`src/rtl/ks_arb_pkg.sv`:
```
// ks_arb_pkg: shared constants, state encoding and round-robin pick for ks_adder_arbiter
package ks_arb_pkg;
    localparam int KS_N = 32;
    localparam int KS_RMAX = 8;

    typedef enum logic [1:0] {IDLE, EXEC, DONE} ks_arb_state_t;

    typedef struct packed {
        logic       found;
        logic [2:0] idx;
    } ks_pick_t;

    // Scans downward so the offset closest to ptr wins.
    function automatic ks_pick_t ks_rr_pick(input logic [KS_RMAX-1:0] valid,
                                            input logic [2:0] ptr, input int unsigned r);
        ks_pick_t    pk;
        int unsigned j;
        pk = '0;
        for (int k = KS_RMAX - 1; k >= 0; k--) begin
            j = (32'(ptr) + unsigned'(k)) % r;
            if (unsigned'(k) < r && valid[j[2:0]]) begin
                pk.found = 1'b1;
                pk.idx   = j[2:0];
            end
        end
        return pk;
    endfunction
endpackage

```
`src/rtl/n_bit_pg_Kogge_Stone_A.sv`:
```
// n_bit_pg_Kogge_Stone_A: combinational Kogge-Stone prefix adder with carry in/out
module n_bit_pg_Kogge_Stone_A
    import ks_arb_pkg::*;
#(
    parameter int N = KS_N,
    localparam int LV = $clog2(N)
) (
    input  logic [N-1:0] a,
    input  logic [N-1:0] b,
    input  logic         cin,
    output logic [N-1:0] s,
    output logic         cout
);
    logic [N-1:0] g, p, gn, pn;

    always_comb begin
        g = a & b;
        p = a ^ b;
        for (int l = 0; l < LV; l++) begin
            gn = g;
            pn = p;
            for (int i = 1 << l; i < N; i++) begin
                gn[i] = g[i] | (p[i] & g[i - (1 << l)]);
                pn[i] = p[i] & p[i - (1 << l)];
            end
            g = gn;
            p = pn;
        end
    end

    // g/p now hold group terms over bits [i:0]; fold cin in as the carry into bit 0.
    assign s    = a ^ b ^ {g[N-2:0] | (p[N-2:0] & {(N-1){cin}}), cin};
    assign cout = g[N-1] | (p[N-1] & cin);
endmodule

```
`src/rtl/ks_adder_arbiter.sv`:
```
// ks_adder_arbiter: round-robin sharing of one Kogge-Stone adder with registered results
module ks_adder_arbiter
    import ks_arb_pkg::*;
#(
    parameter int N = 32,
    parameter int R = 4,
    localparam int IW = $clog2(R)
) (
    input  logic            clk,
    input  logic            rst_n,
    input  logic [R-1:0]    req_valid,
    output logic [R-1:0]    req_ready,
    input  logic [R*N-1:0]  req_a,
    input  logic [R*N-1:0]  req_b,
    input  logic [R-1:0]    req_sub,
    output logic            res_valid,
    input  logic            res_ready,
    output logic [N-1:0]    res_sum,
    output logic            res_cout,
    output logic            res_ovf,
    output logic [IW-1:0]   res_id,
    output logic            busy
);
    if (N != KS_N) begin : g_bad_n
        $error("ks_adder_arbiter: N must be %0d", KS_N);
    end
    if (R < 2 || R > KS_RMAX) begin : g_bad_r
        $error("ks_adder_arbiter: R must be 2..%0d", KS_RMAX);
    end

    ks_arb_state_t state_q, state_d;
    ks_pick_t      pick;
    logic [IW-1:0] ptr_q, ptr_d, op_id_q, op_id_d, res_id_q, res_id_d, gnt;
    logic [N-1:0]  op_a_q, op_a_d, op_b_q, op_b_d, res_sum_q, res_sum_d, a_g, b_g, s;
    logic [1:0]    op_sgn_q, op_sgn_d;
    logic          op_cin_q, op_cin_d, res_cout_q, res_cout_d, res_ovf_q, res_ovf_d;
    logic          sub_g, cout, can_accept, accept;

    assign pick       = ks_rr_pick(KS_RMAX'(req_valid), 3'(ptr_q), R);
    assign gnt        = IW'(pick.idx);
    assign a_g        = req_a[gnt*N +: N];
    assign b_g        = req_b[gnt*N +: N];
    assign sub_g      = req_sub[gnt];
    assign can_accept = state_q == IDLE || (state_q == DONE && res_ready);
    assign accept     = can_accept && pick.found;
    assign req_ready  = (accept && rst_n) ? R'(1) << gnt : '0;

    n_bit_pg_Kogge_Stone_A #(.N(N)) u_add (
        .a(op_a_q), .b(op_b_q), .cin(op_cin_q), .s(s), .cout(cout)
    );

    always_comb begin
        state_d    = state_q;
        ptr_d      = ptr_q;
        op_a_d     = op_a_q;
        op_b_d     = op_b_q;
        op_cin_d   = op_cin_q;
        op_id_d    = op_id_q;
        op_sgn_d   = op_sgn_q;
        res_sum_d  = res_sum_q;
        res_cout_d = res_cout_q;
        res_ovf_d  = res_ovf_q;
        res_id_d   = res_id_q;
        if (accept) begin
            op_a_d   = a_g;
            op_b_d   = b_g ^ {N{sub_g}};
            op_cin_d = sub_g;
            op_id_d  = gnt;
            op_sgn_d = {a_g[N-1], b_g[N-1] ^ sub_g};
            ptr_d    = (gnt == IW'(R - 1)) ? '0 : gnt + 1'b1;
            state_d  = EXEC;
        end else if (state_q == DONE && res_ready) begin
            state_d = IDLE;
        end
        if (state_q == EXEC) begin
            res_sum_d  = s;
            res_cout_d = cout;
            res_id_d   = op_id_q;
            res_ovf_d  = (op_sgn_q[1] == op_sgn_q[0]) && (s[N-1] != op_sgn_q[1]);
            state_d    = DONE;
        end
    end

    always_ff @(posedge clk or negedge rst_n) begin
        if (!rst_n) begin
            state_q    <= IDLE;
            ptr_q      <= '0;
            op_a_q     <= '0;
            op_b_q     <= '0;
            op_cin_q   <= 1'b0;
            op_id_q    <= '0;
            op_sgn_q   <= '0;
            res_sum_q  <= '0;
            res_cout_q <= 1'b0;
            res_ovf_q  <= 1'b0;
            res_id_q   <= '0;
        end else begin
            state_q    <= state_d;
            ptr_q      <= ptr_d;
            op_a_q     <= op_a_d;
            op_b_q     <= op_b_d;
            op_cin_q   <= op_cin_d;
            op_id_q    <= op_id_d;
            op_sgn_q   <= op_sgn_d;
            res_sum_q  <= res_sum_d;
            res_cout_q <= res_cout_d;
            res_ovf_q  <= res_ovf_d;
            res_id_q   <= res_id_d;
        end
    end

    assign res_valid = state_q == DONE;
    assign busy      = state_q != IDLE;
    assign res_sum   = res_sum_q;
    assign res_cout  = res_cout_q;
    assign res_ovf   = res_ovf_q;
    assign res_id    = res_id_q;
endmodule

```
`config.mk`:
```
export PLATFORM = sky130hd
export DESIGN_NAME = ks_adder_arbiter
export DESIGN_NICKNAME = d
export VERILOG_FILES = /design/src/rtl/ks_arb_pkg.sv /design/src/rtl/n_bit_pg_Kogge_Stone_A.sv /design/src/rtl/ks_adder_arbiter.sv
export SDC_FILE = /design/constraint.sdc
export NUM_CORES = 1
export LEC_CHECK = 0
export BUFFER_PORTS_ARGS = -buffer_cell sky130_fd_sc_hd__buf_2
export CAP_MARGIN = 10
export CORE_MARGIN = 8
export CORE_UTILIZATION = 51
export CTS_BUF_LIST = sky130_fd_sc_hd__clkbuf_8
export DETAILED_ROUTE_END_ITERATION = 10
export PLACE_DENSITY = 0.83
export SLEW_MARGIN = 20
export SYNTH_ARGS = -nofsm -noshare
export SYNTH_HDL_FRONTEND = slang
export SYNTH_SLANG_ARGS = --single-unit
```
`constraint.sdc`:
```
create_clock -name clk -period 2.9 [get_ports clk]
set_input_delay 0.29 -clock clk [delete_from_list [all_inputs] [get_ports clk]]
set_output_delay 0.29 -clock clk [all_outputs]
set_load 0.005 [all_outputs]
```
### After elaboration in Yosys (flattened, before gate mapping)

Cells that the tools add are included.

* word-level logic and storage cells: 451
* bits of input ports: 267
* output and inout bits: 42
* register bits after elaboration: 109

* reductions and logical operators: 8
* $add $sub $neg: 4
* bitwise logic cells: 396
* muxes and demuxes: 19
* order comparisons: 5
* equality and inequality tests: 5
* shift-type cells: 3

Operators by type and width (number)
* bitwise AND 1 bit: 259
* indexed part select 128 x 8 -> 32 bit: 2
* bitwise OR 1 bit: 130
* XOR 32 bit: 3
* bitwise AND 32 bit: 1
* bitwise AND 31 bit: 1
* bitwise OR 31 bit: 1
* 2-to-1 mux 4 bit: 5
* less-than comparator 2 x 4 -> 1 bit, second input constant: 4
* binary-select mux 1 bit (select 2 bit): 5
* 2-to-1 mux 2 bit: 4
* 2-to-1 mux 1 bit: 5
* adder 2 x 1 -> 2 bit, second input constant: 2
* adder 2 bit, second input constant: 2
* equality test 2 bit, second input constant: 2
* logical AND 1 bit: 4
* left shift 1 x 2 -> 4 bit, first input constant: 1
* less-than comparator 2 x 3 -> 1 bit, second input constant: 1
* nonzero test 3 bit: 1
* equality test 2 x 1 -> 1 bit, second input constant: 1
* logical NOT 2 bit: 1
* nonzero test 2 bit: 1
* equality test 1 bit: 1
* logical OR 1 bit: 1
* other kinds (2): 2

### Depth between registers and ports, before layout

* depth in word-level cells: 14
* mapped depth: 10
* gate-level depth less buffers: 8

### Modules after synthesis

A second synthesis with hierarchy kept.

* cell total of the unflattened synthesis: 811
* area, all modules: 8558.2 um2

Modules (own cells, without submodules)
* ks_adder_arbiter: sequential area each 2677.6 um2, cells an instance 636, instances 1, area an instance 7198.2 um2
* n_bit_pg_Kogge_Stone_A: sequential area each 0.0 um2, cells an instance 175, instances 1, area an instance 1360.1 um2

### Worst setup path after synthesis

No wires, ideal clock.

* path type: flip-flop to flip-flop
* start point: register op_a_q[24]
* end point: register res_ovf_q (netlist: res_ovf)
* slack: 523 ps
* arrival: 2255 ps
* stages on the path, launching flop included: 9
* data required time: 2778 ps
* clock period less this slack: 2377 ps
* cells stage by stage: dfrtp_1 -> ha_1 -> a21o_1 -> and2_1 -> o21a_1 -> or2_1 -> a31o_2 -> or3_1 -> a32o_1

* cells in the longest elaborated chain, start to end: 13

RTL lines
* start: declaration: RTL line ks_adder_arbiter.sv:34 `logic [N-1:0] op_a_q, op_a_d, op_b_q, op_b_d, res_sum_q, res_sum_d, a_g, b_g, s;`
* start signal: assignment: RTL line ks_adder_arbiter.sv:100 `op_a_q <= op_a_d;`
* XOR 32 bit: RTL line n_bit_pg_Kogge_Stone_A.sv:18 `p = a ^ b;`
* bitwise AND 1 bit: RTL line n_bit_pg_Kogge_Stone_A.sv:23 `gn[i] = g[i] | (p[i] & g[i - (1 << l)]);`
* bitwise OR 1 bit: RTL line n_bit_pg_Kogge_Stone_A.sv:23
* bitwise AND 1 bit: RTL line n_bit_pg_Kogge_Stone_A.sv:23
* bitwise OR 1 bit: RTL line n_bit_pg_Kogge_Stone_A.sv:23
* bitwise AND 1 bit: RTL line n_bit_pg_Kogge_Stone_A.sv:23
* bitwise OR 1 bit (3 in series): RTL line n_bit_pg_Kogge_Stone_A.sv:23
* bitwise OR 31 bit (*): RTL line n_bit_pg_Kogge_Stone_A.sv:32 `assign s = a ^ b ^ {g[N-2:0] | (p[N-2:0] & {(N-1){cin}}), cin};`
* XOR 32 bit (*): RTL line n_bit_pg_Kogge_Stone_A.sv:32
* inequality test 1 bit (*): RTL line ks_adder_arbiter.sv:79 `res_ovf_d = (op_sgn_q[1] == op_sgn_q[0]) && (s[N-1] != op_sgn_q[1]);`
* logical AND 1 bit (*): RTL line ks_adder_arbiter.sv:79
* end signal: assignment: RTL line ks_adder_arbiter.sv:107 `res_ovf_q <= res_ovf_d;`
* end: declaration: RTL line ks_adder_arbiter.sv:36 `logic op_cin_q, op_cin_d, res_cout_q, res_cout_d, res_ovf_q, res_ovf_d;`

Every way passes the cells marked *; elsewhere a longest branch is shown, timed or not.
A chain may end at the register's enable or synchronous reset.

### Worst setup path after layout

* start point: register ptr_q[1]
* end point: output req_ready[1]

* cells in the longest elaborated chain, start to end: 10

RTL lines
* start: declaration: RTL line ks_adder_arbiter.sv:33 `logic [IW-1:0] ptr_q, ptr_d, op_id_q, op_id_d, res_id_q, res_id_d, gnt;`
* start signal: assignment: RTL line ks_adder_arbiter.sv:99 `ptr_q <= ptr_d;`
* adder 2 bit: RTL line ks_arb_pkg.sv:20 `j = (32'(ptr) + unsigned'(k)) % r;`
* binary-select mux 1 bit (select 2 bit): RTL line ks_arb_pkg.sv:21 `if (unsigned'(k) < r && valid[j[2:0]]) begin`
* 2-to-1 mux 1 bit (implied by the code): RTL line ks_arb_pkg.sv:21
* 2-to-1 mux 4 bit (3 in series): RTL line ks_arb_pkg.sv:21
* 2-to-1 mux 4 bit (*): RTL line ks_arb_pkg.sv:21
* logical AND 1 bit: RTL line ks_adder_arbiter.sv:45 `assign accept = can_accept && pick.found;`
* logical AND 1 bit: RTL line ks_adder_arbiter.sv:46 `assign req_ready = (accept && rst_n) ? R'(1) << gnt : '0;`
* 2-to-1 mux 4 bit (*): RTL line ks_adder_arbiter.sv:46
* end: declaration: RTL line ks_adder_arbiter.sv:12 `output logic [R-1:0] req_ready,`

Every way passes the cells marked *; elsewhere a longest branch is shown, timed or not. The select of a mux whose other input is x is not followed.

==> results.toml <==
[run_status]
status = "finished, final reports clean"

[clock_network]
cts_num_sinks = 107
postCtsSetupBuffers = 0
clock_insertion_delay_at_the_later_pin_of_the_skew_report_ns = 0.39
cts_buffers = 9
ctsRootBufferMaster = "sky130_fd_sc_hd__clkbuf_8"
cts.htree.levels = 3
clk_transition_reported_paths_ns = 0.10
cts_buffer_depth = 2
cts_tree = "done"

[place]
placedCellCount = 1588
place_ws_ns = 0.197
gpl.final_weighted_congestion = 0.914
post_dp_cell_area_um2 = 9700
dp.final_hpwl_um = 21200
io_buffers = 308

[drt]
length_of_the_first_detailed_routing_pass_in_iterations = 5
routed_wire_length_per_instance_um = 16.4
detail_route.drc_violations = 0
viasPerCell = 5.38
first_iter_violations = 620
antenna_left = 0
routed-via-count = 8643
finalWirelength_um = 26400

[worst_hold_path]
holdCritPathClass = "input pin to register"
whs_path_depth = 5

[timing]
setup_ws_ns = 0.169
finalCritPeriodShare_pct = 94.2
final_hold_viol_count = 0
report.final.slew_viol_count = 0
grt_setup_unrepaired = "false"
max_slew_margin_pct = 50.5
fin_tns_setup_ns = 0
skew_ns = 0.0135
clock.fmax_mhz = 366
post_route_minimum_period_ns = 2.73
report.final.setup_viol = 0
worst-slew-pin-transition_ns = 0.742

[synthesis]
synth_largest_type_area_fraction_pct = 33.3
synth.most_common_cell = "sky130_fd_sc_hd__nand2_1"
synth_enable_flop_cells = 0
synth_area_leaders = "sky130_fd_sc_hd__dfrtp_1, sky130_fd_sc_hd__nand2_1, sky130_fd_sc_hd__o21ai_0"
ys.flop_type = "sky130_fd_sc_hd__dfrtp_1"
post_synthesis_compound_gate_area_fraction_pct = 20.3
synthesis.area_per_instance_um2 = 7.16
library_cells_used_by_synthesis = 63
synthesis_warning_total = 0
synthDominantAreaCellType = "sky130_fd_sc_hd__dfrtp_1"
netlist_instances = 1122
synth-async-reset-ratio_pct = 100
yosys-mux-area-fraction_pct = 0.140
seq_area_frac_synth_pct = 33.3
synth-xor-area-share_pct = 5.24
synth_simple_gate_area_share_pct = 30.3
synth_top_family_by_area = "simple AND/OR/NAND/NOR gates"
yosys-top-cells-count = "sky130_fd_sc_hd__nand2_1, sky130_fd_sc_hd__nor2_1, sky130_fd_sc_hd__dfrtp_1, sky130_fd_sc_hd__o21ai_0, sky130_fd_sc_hd__nand3_1"
syn-num-nets = 1426
postSynthRegisterBits = 107
synth_fa_ha_area_share_pct = 5.86
synth.cell_area_um2 = 8030

[setup_path]
critical_path_class = "register to output pin"
timing.critical_path.slowest_stage_cell = "sky130_fd_sc_hd__dfrtp_2"
required_time_of_the_critical_path_ns = 2.61
count_of_cell_instances_traversed_by_the_critical_path = 7
critical_path_arrival_ns = 2.44
cp.buffers_inverters = 3
end_kind = "output pin"
worst_reg_to_reg_cells = 8
cp_max_fo = 36
cp_cell_sequence = "mux2_2 -> o221ai_4 -> inv_4 -> buf_4 -> ha_1 -> and3_1 -> buf_2"
crit_path_start_kind = "register"
cpPeakStageDelay_ns = 0.45
critPathTopFamily = "buffers and inverters"

[global_route]
grtUsageTotal_pct = 26.1
antenna_found_initial = 5
gr-total-overflow = 0
maximum_number_of_pins_on_one_net_before_global_route_repair = 83
first_pass_grt_wire_length_um = 42300
first_global_vias = 8374

[floorplan]
core_um2 = 15700
fp.dieW_um = 141
die_area_um2 = 20000
floorplan.rows = 46
die_height_um = 141
boundaryPins = 309
floorplan.initialDensity_pct = 51.3

[final_layout]
final-seq-area_um2 = 2680
final_cell_count_no_fill = 1608
area_delta_synth_final_pct = 24.2
fillers = 1439
multi_input_logic_area_um2 = 5000
layout.core_utilization_pct = 63.7
drive_gt1_share_pct = 25.9
post_layout_nets = 1688
layout_cell_area_excl_fill_um2 = 9980

[run]
drv_cap = 0

[pwr]
power.density_nw_per_um2 = 1140
worst_ir_drop_vdd_mv = 0.709
power.leakage_uw = 0.00508
-- cell type report --
class / instances / area share, %
Antenna cell: 4 / 0.100
Clock buffer: 9 / 1.24
Clock inverter: 6 / 1.15
Inverter: 12 / 0.477
Multi-Input combinational cell: 926 / 50.1
Sequential cell: 107 / 26.8
Tap cell: 216 / 2.71
Timing Repair Buffer: 328 / 17.4
-- cells in the final DEF (no fill, tap or decap), types with 4 or more instances in the layout --
master                       n
sky130_fd_sc_hd__xor2_1      6
sky130_fd_sc_hd__nand3b_1    4
sky130_fd_sc_hd__buf_2     307
sky130_fd_sc_hd__xnor2_1    42
sky130_fd_sc_hd__o21ai_1    29
sky130_fd_sc_hd__nand2_1   325
sky130_fd_sc_hd__and3_1     45
sky130_fd_sc_hd__and2_1      4
sky130_fd_sc_hd__a31oi_1    35
sky130_fd_sc_hd__o31ai_1     8
sky130_fd_sc_hd__nor3_1     10
sky130_fd_sc_hd__nor2b_1     4
sky130_fd_sc_hd__nor2_1    114
sky130_fd_sc_hd__o211ai_1    5
sky130_fd_sc_hd__clkbuf_8    9
sky130_fd_sc_hd__a21o_1     10
sky130_fd_sc_hd__inv_1      10
sky130_fd_sc_hd__buf_4      17
sky130_fd_sc_hd__o21ai_0   102
sky130_fd_sc_hd__ha_1       36
sky130_fd_sc_hd__dfrtp_1   106
sky130_fd_sc_hd__diode_2     4
sky130_fd_sc_hd__o21a_1      5
sky130_fd_sc_hd__o21bai_1    5
sky130_fd_sc_hd__nand4_1     4
sky130_fd_sc_hd__nand3_1    46
sky130_fd_sc_hd__a21oi_1    34
-- where the power goes --
group | switching (µW) | internal [µW]
sequential | 545 | 2250
clock | 529 | 572
combinational | 4460 | 3020
-- metrics by stage --
step                hold WS [ns]  total power (µW)
floorplan               -0.00559              8070
global placement           0.299             10100
detailed placement         0.303             10200
CTS                        0.276             11400
global route               0.302             12500
finish                     0.287             11400
-- tightest hold or removal path, stage by stage --
cell and delay [ns]:
sky130_fd_sc_hd__buf_2 0.09, sky130_fd_sc_hd__nand2_1 0.05, sky130_fd_sc_hd__nand3_1 0.06, sky130_fd_sc_hd__o21ai_0 0.07
sky130_fd_sc_hd__o21ai_0 0.07
-- kinds of logic after synthesis --
| logic type | count (synthesis) |
|---|---|
| buffers and inverters | 89 |
| muxes | 1 |
| adders and majority gates | 37 |
| and+or+nand+nor | 573 |
| AOI/OAI and AO/OA | 267 |
| xor gates and xnor gates | 48 |
| DFF | 107 |
-- repair_timing --
item                                    in CTS  in global routing
resized for setup                            0                  3
hold buffers                                 1                  0
endpoints found under the setup margin       0                  4
endpoints found under the hold margin       35                  0
-- routing by layer --
metal / vias up / track usage, % / part of all wire (%)
li1: 4366 / - / -
met1: 3912 / 34.8 / 44
met2: 314 / 40.8 / 46
met3: 49 / 5.68 / 6.8
met4: 2 / 10.2 / 2.9
met5: - / 0 / 0.030
-- final timing paths --
kind / endpoint / from / slack [ns]
worst min-delay path: op_a_q[27] / req_a[27] / 0.29
min in group asynchronous: res_id[1] / rst_n / 0.43
worst max-delay path: req_ready[1] / ptr_q[1] / 0.17
max in group asynchronous: op_a_q[6] / rst_n / 1.60
worst max register to register: res_ovf / op_a_q[1] / 0.25
worst min register to register: res_sum[8] / res_sum[8] / 0.47
-- state kept, by name (all words and copies together), names as in the netlist --
register  count
op_a_q       31
op_b_q       31
op_cin_q      1
op_id_q       2
op_sgn_q      2
ptr_q         2
res_cout      1
res_id        2
res_ovf       1
res_sum      32
state_q       2
Power figures use the tool's default switching activity.
